==> config.mk <==
export PLATFORM = sky130hd
export DESIGN_NAME = spi_slave_wb_bridge_flat
export DESIGN_NICKNAME = d
export VERILOG_FILES = /design/src/rtl/spi_wb_pkg.sv /design/src/rtl/spi_slave_wb_bridge_if.sv /design/src/rtl/spi_slave_shifter.sv /design/src/rtl/spi_slave_wb_bridge.sv /design/src/flat_wrapper.sv
export SDC_FILE = /design/constraint.sdc
export NUM_CORES = 1
export LEC_CHECK = 0
export BUFFER_PORTS_ARGS = -buffer_cell sky130_fd_sc_hd__clkbuf_2
export CORE_AREA = 10 10 91 93
export CTS_BUF_LIST = sky130_fd_sc_hd__clkbuf_8
export DETAILED_ROUTE_END_ITERATION = 10
export DIE_AREA = 0 0 101 103
export MAX_ROUTING_LAYER = met4
export PLACE_DENSITY = 0.64
export SYNTH_ARGS = -nofsm -noshare
export SYNTH_HDL_FRONTEND = slang
export SYNTH_SLANG_ARGS = --single-unit
==> constraint.sdc <==
create_clock -name wb_clk_i -period 4.5 [get_ports wb_clk_i]
set_input_delay 1.35 -clock wb_clk_i [delete_from_list [all_inputs] [get_ports wb_clk_i]]
set_output_delay 1.35 -clock wb_clk_i [all_outputs]
set_load 0.01 [all_outputs]
==> src/rtl/spi_wb_pkg.sv <==
// Shared types and constants for the SPI-slave to Wishbone bridge.
package spi_wb_pkg;

   typedef enum logic [1:0] {
      F_IDLE,
      F_CMD,
      F_ADDR,
      F_DATA
   } frame_state_t;

   typedef enum logic {
      WB_IDLE,
      WB_BUSY
   } wb_state_t;

   localparam int         CMD_READ_BIT = 7;
   localparam logic [7:0] DUMMY_BYTE   = 8'h00;
   localparam logic [7:0] ERR_BYTE     = 8'hFF;

endpackage

==> src/rtl/spi_slave_wb_bridge_if.sv <==
// 8-bit Wishbone register bus as driven by the serial-host bridges.
interface spi_slave_wb_bridge_if;

   logic [7:0] wb_adr_o;
   logic [7:0] wb_dat_o;
   logic [7:0] wb_dat_i;
   logic       wb_we_o;
   logic       wb_cyc_o;
   logic       wb_stb_o;
   logic       wb_ack_i;
   logic       wb_err_i;

   modport master (
      output wb_adr_o, wb_dat_o, wb_we_o, wb_cyc_o, wb_stb_o,
      input  wb_dat_i, wb_ack_i, wb_err_i
   );

   modport slave (
      input  wb_adr_o, wb_dat_o, wb_we_o, wb_cyc_o, wb_stb_o,
      output wb_dat_i, wb_ack_i, wb_err_i
   );

endinterface

==> src/rtl/spi_slave_shifter.sv <==
// SPI mode-0 slave byte engine: pad synchronizers, SCK edge detect,
// bit counter, rx/tx shift registers and MISO drive.
module spi_slave_shifter
   import spi_wb_pkg::*;
#(
   parameter int SYNC_STAGES = 2
) (
   input  logic       clk,
   input  logic       rst,
   input  logic       sck,
   input  logic       ss_n,
   input  logic       mosi,
   output logic       miso,
   output logic       miso_oe,
   output logic       frame_start,
   output logic       active,
   output logic       byte_done,
   output logic [7:0] rx_byte,
   input  logic       tx_load,
   input  logic [7:0] tx_byte
);

   logic [SYNC_STAGES-1:0] sck_sync, ss_n_sync, mosi_sync;
   logic sck_s, ss_n_s, mosi_s;
   logic sck_d, ss_n_d;
   logic sck_rise, sck_fall;
   logic sel;
   logic [2:0] bit_cnt;
   logic [6:0] rx_sr;
   logic [7:0] tx_sr;

   // Select syncs reset to "asserted" so a frame held low across reset
   // is not mistaken for a new one; a high level must be seen first.
   always_ff @(posedge clk) begin
      if (rst) begin
         sck_sync  <= '0;
         ss_n_sync <= '0;
         mosi_sync <= '0;
         sck_d     <= 1'b0;
         ss_n_d    <= 1'b0;
      end else begin
         sck_sync  <= (sck_sync << 1)  | SYNC_STAGES'(sck);
         ss_n_sync <= (ss_n_sync << 1) | SYNC_STAGES'(ss_n);
         mosi_sync <= (mosi_sync << 1) | SYNC_STAGES'(mosi);
         sck_d     <= sck_s;
         ss_n_d    <= ss_n_s;
      end
   end

   assign sck_s       = sck_sync[SYNC_STAGES-1];
   assign ss_n_s      = ss_n_sync[SYNC_STAGES-1];
   assign mosi_s      = mosi_sync[SYNC_STAGES-1];
   assign sck_rise    = sck_s & ~sck_d;
   assign sck_fall    = ~sck_s & sck_d;
   assign frame_start = ss_n_d & ~ss_n_s;

   assign rx_byte   = {rx_sr, mosi_s};
   assign byte_done = sel & ~ss_n_s & sck_rise & (bit_cnt == 3'd7);

   always_ff @(posedge clk) begin
      if (rst) begin
         sel     <= 1'b0;
         bit_cnt <= 3'd0;
         rx_sr   <= '0;
         tx_sr   <= '0;
      end else if (frame_start) begin
         sel     <= 1'b1;
         bit_cnt <= 3'd0;
         rx_sr   <= '0;
         tx_sr   <= DUMMY_BYTE;
      end else if (ss_n_s) begin
         sel     <= 1'b0;
      end else if (sel) begin
         if (sck_rise) begin
            rx_sr   <= rx_byte[6:0];
            bit_cnt <= bit_cnt + 3'd1;
         end
         // The falling edge right after a byte boundary must not shift,
         // otherwise the freshly loaded MSB would be lost.
         if (tx_load) begin
            tx_sr <= tx_byte;
         end else if (sck_fall && bit_cnt != 3'd0) begin
            tx_sr <= {tx_sr[6:0], 1'b0};
         end
      end
   end

   assign miso    = sel & tx_sr[7];
   assign miso_oe = sel;
   assign active  = sel;

endmodule

==> src/rtl/spi_slave_wb_bridge.sv <==
// SPI slave to Wishbone master bridge. Optional macro SPI_WB_TIMEOUT_EN
// aborts a Wishbone cycle after WB_TIMEOUT clocks and treats it as an error.
//
// state  | meaning
// F_IDLE | not selected, waiting for ss_n to assert
// F_CMD  | receiving command byte (bit 7 = read)
// F_ADDR | receiving start address
// F_DATA | data bytes: write per byte, or read-ahead stream
// WB_IDLE| no bus cycle
// WB_BUSY| cyc/stb held until ack/err (or timeout)
module spi_slave_wb_bridge
   import spi_wb_pkg::*;
#(
   parameter int SYNC_STAGES = 2,
   parameter int WB_TIMEOUT  = 255
) (
   input  logic wb_clk_i,
   input  logic wb_rst_i,
   input  logic sck_i,
   input  logic ss_n_i,
   input  logic mosi_i,
   output logic miso_o,
   output logic miso_oe_o,
   output logic err_o,
   output logic ovr_o,
   spi_slave_wb_bridge_if.master wb
);

   frame_state_t f_state, f_next;
   wb_state_t    wb_state, wb_next;

   logic       frame_start, active, byte_done;
   logic [7:0] rx_byte;
   logic       tx_load;
   logic [7:0] tx_byte;

   logic       is_read;
   logic [7:0] adr_cnt;
   logic [7:0] rd_buf;
   logic       rd_valid;

   logic       req, req_we, load_late;
   logic [7:0] req_adr, req_dat;
   logic       tmo, wb_done, wb_fail;

   logic [7:0] adr_q, dat_q;
   logic       we_q;

   spi_slave_shifter #(.SYNC_STAGES(SYNC_STAGES)) u_shifter (
      .clk         (wb_clk_i),
      .rst         (wb_rst_i),
      .sck         (sck_i),
      .ss_n        (ss_n_i),
      .mosi        (mosi_i),
      .miso        (miso_o),
      .miso_oe     (miso_oe_o),
      .frame_start (frame_start),
      .active      (active),
      .byte_done   (byte_done),
      .rx_byte     (rx_byte),
      .tx_load     (tx_load),
      .tx_byte     (tx_byte)
   );

   always_ff @(posedge wb_clk_i) begin
      if (wb_rst_i) begin
         f_state  <= F_IDLE;
         wb_state <= WB_IDLE;
      end else begin
         f_state  <= f_next;
         wb_state <= wb_next;
      end
   end

   always_comb begin
      f_next    = f_state;
      tx_load   = 1'b0;
      tx_byte   = DUMMY_BYTE;
      req       = 1'b0;
      req_we    = 1'b0;
      req_adr   = adr_cnt;
      req_dat   = rx_byte;
      load_late = 1'b0;
      if (frame_start) begin
         f_next = F_CMD;
      end else if (!active) begin
         f_next = F_IDLE;
      end else if (byte_done) begin
         unique case (f_state)
            F_CMD: begin
               f_next  = F_ADDR;
               tx_load = 1'b1;
            end
            F_ADDR: begin
               f_next  = F_DATA;
               tx_load = 1'b1;
               req_adr = rx_byte;
               req     = is_read;
            end
            F_DATA: begin
               req    = 1'b1;
               req_we = ~is_read;
               if (is_read) begin
                  tx_load   = 1'b1;
                  tx_byte   = rd_valid ? rd_buf : ERR_BYTE;
                  load_late = ~rd_valid;
               end
            end
            default: f_next = F_IDLE;
         endcase
      end
   end

   always_comb begin
      wb_next = wb_state;
      unique case (wb_state)
         WB_IDLE: if (req) wb_next = WB_BUSY;
         WB_BUSY: if (wb_done) wb_next = WB_IDLE;
         default: wb_next = WB_IDLE;
      endcase
   end

   assign wb_fail = wb.wb_err_i | tmo;
   assign wb_done = (wb_state == WB_BUSY) & (wb.wb_ack_i | wb_fail);

`ifdef SPI_WB_TIMEOUT_EN
   localparam int TMO_W = $clog2(WB_TIMEOUT + 1);
   logic [TMO_W-1:0] tmo_cnt;

   always_ff @(posedge wb_clk_i) begin
      if (wb_rst_i) begin
         tmo_cnt <= '0;
      end else if (wb_state == WB_IDLE) begin
         tmo_cnt <= TMO_W'(WB_TIMEOUT - 1);
      end else if (tmo_cnt != '0) begin
         tmo_cnt <= tmo_cnt - TMO_W'(1);
      end
   end

   assign tmo = (wb_state == WB_BUSY) && (tmo_cnt == '0);
`else
   logic [31:0] timeout_unused;
   assign timeout_unused = 32'(WB_TIMEOUT);
   assign tmo            = 1'b0;
`endif

   always_ff @(posedge wb_clk_i) begin
      if (wb_rst_i) begin
         is_read  <= 1'b0;
         adr_cnt  <= '0;
         rd_buf   <= '0;
         rd_valid <= 1'b0;
         adr_q    <= '0;
         dat_q    <= '0;
         we_q     <= 1'b0;
         err_o    <= 1'b0;
         ovr_o    <= 1'b0;
      end else begin
         if (byte_done && f_state == F_CMD) is_read <= rx_byte[CMD_READ_BIT];
         // Address advances per data byte even when its request is dropped.
         if (req) begin
            adr_cnt <= req_adr + 8'd1;
         end else if (byte_done && f_state == F_ADDR) begin
            adr_cnt <= rx_byte;
         end
         if (wb_state == WB_IDLE && req) begin
            adr_q <= req_adr;
            dat_q <= req_dat;
            we_q  <= req_we;
         end
         if (tx_load && f_state == F_DATA) rd_valid <= 1'b0;
         if (wb_done && !we_q) begin
            rd_buf   <= wb_fail ? ERR_BYTE : wb.wb_dat_i;
            rd_valid <= 1'b1;
         end
         if (frame_start) begin
            rd_valid <= 1'b0;
            err_o    <= 1'b0;
            ovr_o    <= 1'b0;
         end
         if (wb_done && wb_fail) err_o <= 1'b1;
         if (load_late || (req && wb_state == WB_BUSY)) ovr_o <= 1'b1;
      end
   end

   assign wb.wb_adr_o = adr_q;
   assign wb.wb_dat_o = dat_q;
   assign wb.wb_we_o  = we_q;
   assign wb.wb_cyc_o = (wb_state == WB_BUSY);
   assign wb.wb_stb_o = (wb_state == WB_BUSY);

endmodule

==> src/flat_wrapper.sv <==
// flat-port wrapper written by rule: the top's interface ports become plain ports
module spi_slave_wb_bridge_flat import spi_wb_pkg::*;
#(
   parameter int SYNC_STAGES = 2,
   parameter int WB_TIMEOUT  = 255
)
  (wb_clk_i, wb_rst_i, sck_i, ss_n_i, mosi_i, miso_o, miso_oe_o, err_o, ovr_o, wb_wb_adr_o, wb_wb_dat_o, wb_wb_we_o, wb_wb_cyc_o, wb_wb_stb_o, wb_wb_dat_i, wb_wb_ack_i, wb_wb_err_i);
  spi_slave_wb_bridge_if wb_i ();
  input  logic wb_clk_i;
  input  logic wb_rst_i;
  input  logic sck_i;
  input  logic ss_n_i;
  input  logic mosi_i;
  output logic miso_o;
  output logic miso_oe_o;
  output logic err_o;
  output logic ovr_o;
  output wire logic [$bits(wb_i.wb_adr_o)-1:0] wb_wb_adr_o;
  output wire logic [$bits(wb_i.wb_dat_o)-1:0] wb_wb_dat_o;
  output wire logic [$bits(wb_i.wb_we_o)-1:0] wb_wb_we_o;
  output wire logic [$bits(wb_i.wb_cyc_o)-1:0] wb_wb_cyc_o;
  output wire logic [$bits(wb_i.wb_stb_o)-1:0] wb_wb_stb_o;
  input wire logic [$bits(wb_i.wb_dat_i)-1:0] wb_wb_dat_i;
  input wire logic [$bits(wb_i.wb_ack_i)-1:0] wb_wb_ack_i;
  input wire logic [$bits(wb_i.wb_err_i)-1:0] wb_wb_err_i;
  assign wb_wb_adr_o = wb_i.wb_adr_o;
  assign wb_wb_dat_o = wb_i.wb_dat_o;
  assign wb_wb_we_o = wb_i.wb_we_o;
  assign wb_wb_cyc_o = wb_i.wb_cyc_o;
  assign wb_wb_stb_o = wb_i.wb_stb_o;
  assign wb_i.wb_dat_i = wb_wb_dat_i;
  assign wb_i.wb_ack_i = wb_wb_ack_i;
  assign wb_i.wb_err_i = wb_wb_err_i;
  spi_slave_wb_bridge #(.SYNC_STAGES(SYNC_STAGES), .WB_TIMEOUT(WB_TIMEOUT)) u_core (.wb_clk_i(wb_clk_i), .wb_rst_i(wb_rst_i), .sck_i(sck_i), .ss_n_i(ss_n_i), .mosi_i(mosi_i), .miso_o(miso_o), .miso_oe_o(miso_oe_o), .err_o(err_o), .ovr_o(ovr_o), .wb(wb_i));
endmodule
==> flow_summary.ini, run 1 <==
[pwr]
powerDensity_nw_per_um2 = 330
p_leak_nw = 1.41
irDropWorstVdd_uv = 225

[yosys]
yosysMostFrequentCell = dfxtp_1
synth_area_um2 = 3070
synth_top_area_cell = dfxtp_1
syn_inst = 366
async_flop_share_pct = 0
synth-edff-count = 0
synthDistinctLibCells = 39
syn_avg_cell_area_um2 = 8.39
ys_top_cells_by_count = dfxtp_1, nand2_1, nor2_1
ys_top_cells_by_area = dfxtp_1, nand2_1, nor2_1
netlist.area_leader.share_pct = 43.7
yosys_warnings = 0
synth-seq-cells = 67
synth_ff_type = dfxtp_1
syn_nets = 390
yosysSeqAreaShare_pct = 43.7

[cts]
cts-resized-gates = 0
cts_buffer_depth = 2
clock_latency_ns = 0.35
cts_setup_buffers = 0
clkTransAtPathRegs_ns = 0.07
cts_hold_buffers = 0
cts.htree.levels = 3
cts_sinks = 67
cts_tree = built
root_buffer = clkbuf_8
cts_buffers = 9

[worst_setup_path]
crit_path_end_kind = flop
critPathMaxFanout = 13
ff2ff_path_depth = 9
startpoint = u_core.u_shifter.active
worstSetupPathType = flop to flop
r2r_start = u_core.u_shifter.active
worstPathArrival_ns = 3.64
startpoint_type = flop
required_ns = 4.75

[drt]
routed_wl_um = 7380
drtPass1Iterations = 4
viasPerCell = 5.45
vias = 2588
drc_errors = 0
drt_iter0_markers = 101
ant_nets = 0
wl_per_cell_um = 15.5

[global_route]
grt_pass1_vias = 2555
grt_max_degree = 29
use_met3_pct = 4.56
use_met2_pct = 23.1
antenna_found_initial = 0
busiest_layer = met2
grtUsageTotal_pct = 15.1
gr-total-overflow = 0
grt_pass1_wl_um = 12300
met1_usage_pct = 18.3

[sta]
max_freq_mhz = 295
finalCritPeriodShare_pct = 75.2
min_period_ns = 3.38
final.setup.tns_ns = 0
worst_clock_skew_ns = 0.0133
rsz0062_at_grt = no
finalSetupViolCount = 0
hold_viol = 0
tightest_slew_ns = 1.02
slew_violations = 0
max_slew_margin_pct = 31.7

[cells_and_area]
drive_gt1_share_pct = 16.2
nets = 414
antennaDiodeCount = 0
utilization_pct = 53.3
area_delta_synth_final_pct = 13.9

[placed_design]
io_buffers = 37
gp_congestion = 0.851
dpl.hpwl_um = 5220

[outcome]
status = completed

[min_path]
min-delay-path-class = flop to flop
hold_depth = 1
hp-start = u_core.u_shifter.mosi_sync[0]

[floorplanning]
die_w_um = 101
dieArea_um2 = 10400
die_h_um = 103
rows = 30
core_um2 = 6570
start_util_pct = 46.8
io_pins = 38

[run]
drv_cap = 0
-- flip-flops by register name, summed over array words and instances (netlist names), 2 cells and up --
name and flops:
u_core.rd_buf 8, u_core.u_shifter.ss_n_sync 2, u_core.u_shifter.rx_sr 7, u_core.wb.wb_adr_o 8, u_core.adr_cnt 8, u_core.u_shifter.tx_sr 8
u_core.u_shifter.sck_sync 2, u_core.u_shifter.mosi_sync 2, u_core.u_shifter.bit_cnt 3, u_core.f_state 2, u_core.wb.wb_dat_o 8
-- metrics by stage --
stage	setup slack [ns]	hold WS (ns)	cell area, um^2	instances	power [mW]
3_5_place_dp	1.19	0.427	3290	459	0.641
3_3_place_gp	1.30	0.422	3290	459	0.641
2_1_floorplan	1.61	0.414	3070	366	0.629
4_1_cts	1.14	0.444	3500	475	1.17
5_1_grt	0.799	0.458	3500	475	1.20
6_report	1.12	0.443	3500	475	1.15
-- metal layers --
metal | up-vias | part of all wire, % | wire length [um]
met4 | 0 | 1.5 | 114
met2 | 65 | 45 | 3290
met3 | 9 | 5.8 | 430
met1 | 1206 | 48 | 3540
met5 | - | 0 | 0
li1 | 1308 | - | -
-- power breakdown --
part | leakage (nW) | internal (mW) | total (mW) | switching, mW
Clock | 0.108 | 0.299 | 0.527 | 0.227
Combinational | 0.762 | 0.00978 | 0.0279 | 0.0181
Sequential | 0.541 | 0.596 | 0.600 | 0.00371
-- worst max-delay path, cell delays in order, from the launching register on --
cell	delay (ns)
dfxtp_1	0.52
nand4bb_1	0.52
nor3_2	0.73
mux2_2	0.44
ha_1	0.25
inv_1	0.10
nor2_1	0.06
xnor2_1	0.11
mux2_2	0.27
a221oi_1	0.29
-- cells by family (layout without fill, tap and decap cells) --
| family | Yosys count | after routing | synth area share (%) |
|---|---|---|---|
| simple gates | 145 | 145 | 21.7 |
| compound gates | 77 | 77 | 16.8 |
| flops | 67 | 67 | 43.7 |
| buf+inv | 39 | 68 | 5.05 |
| mux | 19 | 19 | 6.27 |
| xor+xnor | 10 | 10 | 2.85 |
| fa+ha+maj | 9 | 9 | 3.67 |
-- area by class of cell --
class	instances	area (um^2)
fillers	629	3070
multi-input cells	260	1590
flip-flops and latches	67	1340
repair buffers	40	208
clock buffers	12	165
well taps	80	100
clock inverters	4	47.5
inverters	12	45.0
-- final timing paths --
check	slack, ns	to
worst max-delay path	1.12	u_core.adr_cnt[6]
worst max register to register	1.12	u_core.adr_cnt[6]
worst min register to register	0.44	u_core.u_shifter.mosi_sync[1]
worst min-delay path	0.44	u_core.u_shifter.mosi_sync[1]
-- placed cells by master (no fill, tap or decap), types with 2 or more instances in the layout --
cell,instances
xnor2_1,6
nor2_1,48
o21ai_0,4
o211a_1,7
inv_1,12
o22ai_1,8
dfxtp_1,67
mux2_2,2
nor2b_1,15
or4_1,3
a221oi_1,2
buf_4,3
a21oi_1,30
and2_1,2
nand3_1,8
ha_1,9
nand2_1,52
nor3_1,4
o221ai_1,2
clkbuf_8,12
clkinv_2,2
xor2_1,4
clkbuf_2,37
mux2i_1,17
and3_1,2
a211oi_1,19
Power figures use the tool's default switching activity.
==> inputs of run 2 (changes only) <==
--- a/config.mk
+++ b/config.mk
@@ -11,7 +11,7 @@
 export DETAILED_ROUTE_END_ITERATION = 10
 export DIE_AREA = 0 0 101 103
 export MAX_ROUTING_LAYER = met4
-export PLACE_DENSITY = 0.64
+export PLACE_DENSITY = 0.67
 export SYNTH_ARGS = -nofsm -noshare
 export SYNTH_HDL_FRONTEND = slang
 export SYNTH_SLANG_ARGS = --single-unit
==> constraint.sdc (replaced) <==
create_clock -name wb_clk_i -period 2.9 [get_ports wb_clk_i]
set_input_delay 0.87 -clock wb_clk_i [delete_from_list [all_inputs] [get_ports wb_clk_i]]
set_output_delay 0.87 -clock wb_clk_i [all_outputs]
set_load 0.01 [all_outputs]
==> flow_summary.ini, run 2 (same netlist as run 1, synthesis figures left out) <==
[global_route]
grt_max_degree = 30
gr-total-overflow = 0
antenna_found_initial = 0
grtUsageTotal_pct = 14.3
grt_pass1_vias = 2562
grt_pass1_wl_um = 11800

[worst_setup_path]
crit_path_end_kind = flop
worstPathArrival_ns = 2.93
critPathMaxFanout = 5
required_ns = 3.15
startpoint_type = flop
worstSetupPathType = flop to flop

[sta]
tightest_slew_ns = 0.857
max_slew_margin_pct = 42.7
hold_ws_ns = 0.438
rsz0062_at_grt = no
worst_clock_skew_ns = 0.0104
finalCritPeriodShare_pct = 92.3
hold_viol = 0
finalSetupViolCount = 0
min_period_ns = 2.68
final.setup.tns_ns = 0
max_freq_mhz = 373
slew_violations = 0

[cells_and_area]
fillerInstances = 634
finalNonFillerCells = 488
layout_commonest_cell = dfxtp_1
antennaDiodeCount = 0
seq_area_um2 = 1340
drive_gt1_share_pct = 18.9
nets = 427
final_cell_mix = dfxtp_1, nand2_1, nor2_1
utilization_pct = 54.2
multi_input_area_um2 = 1600
area_delta_synth_final_pct = 15.8

[floorplanning]
io_pins = 38
rows = 30
core_um2 = 6570
die_w_um = 101
start_util_pct = 46.8
die_h_um = 103
dieArea_um2 = 10400

[min_path]
min-delay-path-class = flop to flop

[drt]
drt_iter0_markers = 93
routed_wl_um = 6990
drtPass1Iterations = 4
ant_nets = 0
drc_errors = 0
vias = 2632
viasPerCell = 5.39
wl_per_cell_um = 14.3

[placed_design]
gp_congestion = 0.913
io_buffers = 37
dpl.hpwl_um = 5070
dp.cells = 472

[cts]
cts_buffers = 9
cts_hold_buffers = 0
clkTransAtPathRegs_ns = 0.07
cts_tree = built
clock_latency_ns = 0.35
root_buffer = clkbuf_8
cts_buffer_depth = 2
cts_sinks = 67
cts_setup_buffers = 0
cts.htree.levels = 3

[pwr]
p_leak_nw = 1.47
powerDensity_nw_per_um2 = 465
irDropWorstVdd_uv = 259

[outcome]
status = completed

[run]
drv_cap = 0
## run 2: cell count changes in the layout (fill, tap and decap cells not counted), sizes merged
cell / delta
clkinv: +4
buf: +13
clkbuf: -3
bufinv: -1
## run 2: layout make-up
type,instances,area share [%]
clock buffer,9,3.48
clock inverter,7,1.27
inverter,12,1.27
multi-input combinational,260,44.9
sequential,67,37.7
tap,80,2.81
timing repair buffer,53,8.58
## run 2: stage by stage
stage | power, mW | setup WS, ns | cell area [um^2]
after floorplan | 0.976 | 0.0682 | 3070
after CTS | 1.67 | 0.145 | 3550
after detailed placement | 0.998 | 0.161 | 3380
after global routing | 1.72 | 0.0444 | 3560
after global placement | 0.998 | 0.292 | 3380
final | 1.65 | 0.222 | 3560
## run 2: path summary, 6_finish.rpt
check / cells past startpoint / slack, ns / to / from
worst max-delay path: 11 / 0.22 / u_core.adr_cnt[6] / u_core.u_shifter.bit_cnt[1]
worst min-delay path: 1 / 0.44 / u_core.u_shifter.mosi_sync[1] / u_core.u_shifter.mosi_sync[0]
worst max register to register: 11 / 0.22 / u_core.adr_cnt[6] / u_core.u_shifter.bit_cnt[1]
worst min register to register: 1 / 0.44 / u_core.u_shifter.mosi_sync[1] / u_core.u_shifter.mosi_sync[0]
## run 2: layer usage
metal  global-route usage [%]  wire (um)
met2                     20.9       3040
met1                     18.0       3400
met4                     5.25        101
met3                     4.69        451
met5                        -          0
## run 2: worst max-delay path: stages, from the launching register on
cell and delay, ns:
dfxtp_1 0.36, ha_1 0.16, ha_1 0.23, inv_1 0.12, nor3_4 0.29, mux2_2 0.38, ha_1 0.25, inv_1 0.10
nor2_1 0.06, xnor2_1 0.11, mux2_2 0.26, a221oi_1 0.26
## run 2: what timing repair did
action | CTS | global route
resized for setup | 0 | 1
hold endpoints to repair | 0 | 0
setup endpoints to repair | 0 | 1
## run 2: power breakdown
group / total [mW] / internal (mW) / leakage (nW) / switching [mW]
Sequential: 0.928 / 0.925 / 0.541 / 0.00358
Combinational: 0.0483 / 0.0181 / 0.843 / 0.0302
Clock: 0.677 / 0.306 / 0.0887 / 0.370
Total: 1.65 / 1.25 / 1.47 / 0.404
==> inputs of run 3 (changes only) <==
--- a/config.mk
+++ b/config.mk
@@ -6,12 +6,12 @@
 export NUM_CORES = 1
 export LEC_CHECK = 0
 export BUFFER_PORTS_ARGS = -buffer_cell sky130_fd_sc_hd__clkbuf_2
-export CORE_AREA = 10 10 91 93
+export CORE_AREA = 10 10 94 96
 export CTS_BUF_LIST = sky130_fd_sc_hd__clkbuf_8
 export DETAILED_ROUTE_END_ITERATION = 10
-export DIE_AREA = 0 0 101 103
+export DIE_AREA = 0 0 104 106
 export MAX_ROUTING_LAYER = met4
-export PLACE_DENSITY = 0.67
+export PLACE_DENSITY = 0.6
 export SYNTH_ARGS = -nofsm -noshare
 export SYNTH_HDL_FRONTEND = slang
 export SYNTH_SLANG_ARGS = --single-unit
==> constraint.sdc (replaced) <==
create_clock -name wb_clk_i -period 3 [get_ports wb_clk_i]
set_input_delay 0.9 -clock wb_clk_i [delete_from_list [all_inputs] [get_ports wb_clk_i]]
set_output_delay 0.9 -clock wb_clk_i [all_outputs]
set_load 0.01 [all_outputs]
==> flow_summary.ini, run 3 (same netlist as run 1, synthesis figures left out) <==
[cts]
cts_hold_buffers = 0
cts-resized-gates = 0
cts_setup_buffers = 0
cts_tree = built
cts_buffer_depth = 2
clkTransAtPathRegs_ns = 0.06
clock_latency_ns = 0.35
cts_sinks = 67
root_buffer = clkbuf_8
cts_buffers = 9
cts.htree.levels = 3

[worst_setup_path]
cp_common_cell = ha_1
worstSetupPathType = flop to flop
rrSetupSlack_ns = 0.28
ff2ff_path_depth = 11
required_ns = 3.25
r2r_start = u_core.u_shifter.bit_cnt[1]
cp-endpoint = u_core.adr_cnt[6]
critPathMaxFanout = 5
cp_cell_sequence = ha_1 -> ha_1 -> inv_1 -> nor3_2 -> mux2_2 -> ha_1 -> inv_1 -> nor2_1 -> xnor2_1 -> mux2_2 -> a221oi_1
worstPathArrival_ns = 2.97
slowest_stage = mux2_2
startpoint_type = flop
crit_path_end_kind = flop
crit_family = multiplexers
path_buf_inv = 2
cp_num_cells = 11
slowest_delay_ns = 0.40
r2r_end = u_core.adr_cnt[6]
startpoint = u_core.u_shifter.bit_cnt[1]

[min_path]
min-delay-path-class = flop to flop

[cells_and_area]
drive_gt1_share_pct = 17.5
layout_commonest_cell = dfxtp_1
fillerInstances = 742
nets = 425
area_delta_synth_final_pct = 15.4
antennaDiodeCount = 0
final_cell_mix = dfxtp_1, nand2_1, nor2_1

[outcome]
status = completed

[floorplanning]
rows = 31
io_pins = 38
start_util_pct = 43.5
dieArea_um2 = 11000
core_um2 = 7060
die_w_um = 104
die_h_um = 106

[sta]
rsz0062_at_grt = no
worst_clock_skew_ns = 0.0106
max_slew_margin_pct = 43.0
hold_ws_ns = 0.439
hold_viol = 0
slew_violations = 0
finalCritPeriodShare_pct = 90.6
max_freq_mhz = 368
tightest_slew_ns = 0.846
final.setup.tns_ns = 0
finalSetupViolCount = 0
min_period_ns = 2.72

[global_route]
antenna_found_initial = 0
grt_pass1_wl_um = 12500
grt_max_degree = 36
grt_pass1_vias = 2609
grtUsageTotal_pct = 14.0
gr-total-overflow = 0

[run]
drv_cap = 0

[drt]
vias = 2595
drtPass1Iterations = 4
wl_per_cell_um = 14.2
ant_nets = 0
routed_wl_um = 7180
drt_iter0_markers = 95
viasPerCell = 5.14
drc_errors = 0

[pwr]
irDropWorstVdd_uv = 199
p_leak_nw = 1.45
powerDensity_nw_per_um2 = 438

[placed_design]
dpl.hpwl_um = 5200
gp_congestion = 0.836
io_buffers = 37
run 3: cell count changes in the layout (fill, tap and decap cells not counted):
cell | before | now
clkinv_4 | 2 | 0
nor3_2 | 0 | 1
nor3_4 | 1 | 0
buf_4 | 16 | 14
clkinv_2 | 4 | 3
clkinvlp_4 | 1 | 0
inv_1 | 12 | 16
run 3: worst min path at each step:
stage	slack, ns	from	cells after the start	end
floorplan	0.41	u_core.u_shifter.mosi_sync[0]	1	u_core.u_shifter.mosi_sync[1]
global placement	0.42	u_core.u_shifter.mosi_sync[0]	1	u_core.u_shifter.mosi_sync[1]
detailed placement	0.43	u_core.u_shifter.sck_sync[0]	1	u_core.u_shifter.sck_sync[1]
CTS	0.44	u_core.u_shifter.sck_sync[0]	1	u_core.u_shifter.sck_sync[1]
global route	0.45	u_core.u_shifter.mosi_sync[0]	1	u_core.u_shifter.mosi_sync[1]
finish	0.44	u_core.u_shifter.mosi_sync[0]	1	u_core.u_shifter.mosi_sync[1]
run 3: stage by stage:
step | util, % | instances | setup slack (ns) | power (mW) | instance area, um^2
4_1_cts | 50.2 | 505 | 0.291 | 1.57 | 3550
3_5_place_dp | 48.1 | 489 | 0.304 | 0.964 | 3390
5_1_grt | 50.2 | 505 | 0.0517 | 1.62 | 3550
6_report | 50.2 | 505 | 0.283 | 1.55 | 3550
2_1_floorplan | - | 366 | 0.168 | 0.944 | 3070
3_3_place_gp | 48.1 | 489 | 0.386 | 0.964 | 3390
run 3: area by class of cell:
type | instances | area [um^2] | share of cell area (%)
clock inverters | 7 | 30.0 | 0.847
well taps | 99 | 124 | 3.49
flip-flops and latches | 67 | 1340 | 37.8
multi-input cells | 260 | 1590 | 44.9
clock buffers | 9 | 124 | 3.49
inverters | 12 | 45.0 | 1.27
repair buffers | 51 | 290 | 8.19
run 3: where the power goes:
part | leakage [nW] | internal [mW] | switching (mW)
Clock | 0.0977 | 0.283 | 0.328
Combinational | 0.816 | 0.0167 | 0.0280
Sequential | 0.541 | 0.894 | 0.00362
Total | 1.45 | 1.19 | 0.359
run 3: layer usage:
layer	part of all wire, %	vias up	track usage (%)
li1	-	1328	-
met4	2.4	0	7.46
met5	0	-	-
met2	46	66	22.7
met1	47	1182	15.7
met3	4.9	19	3.68
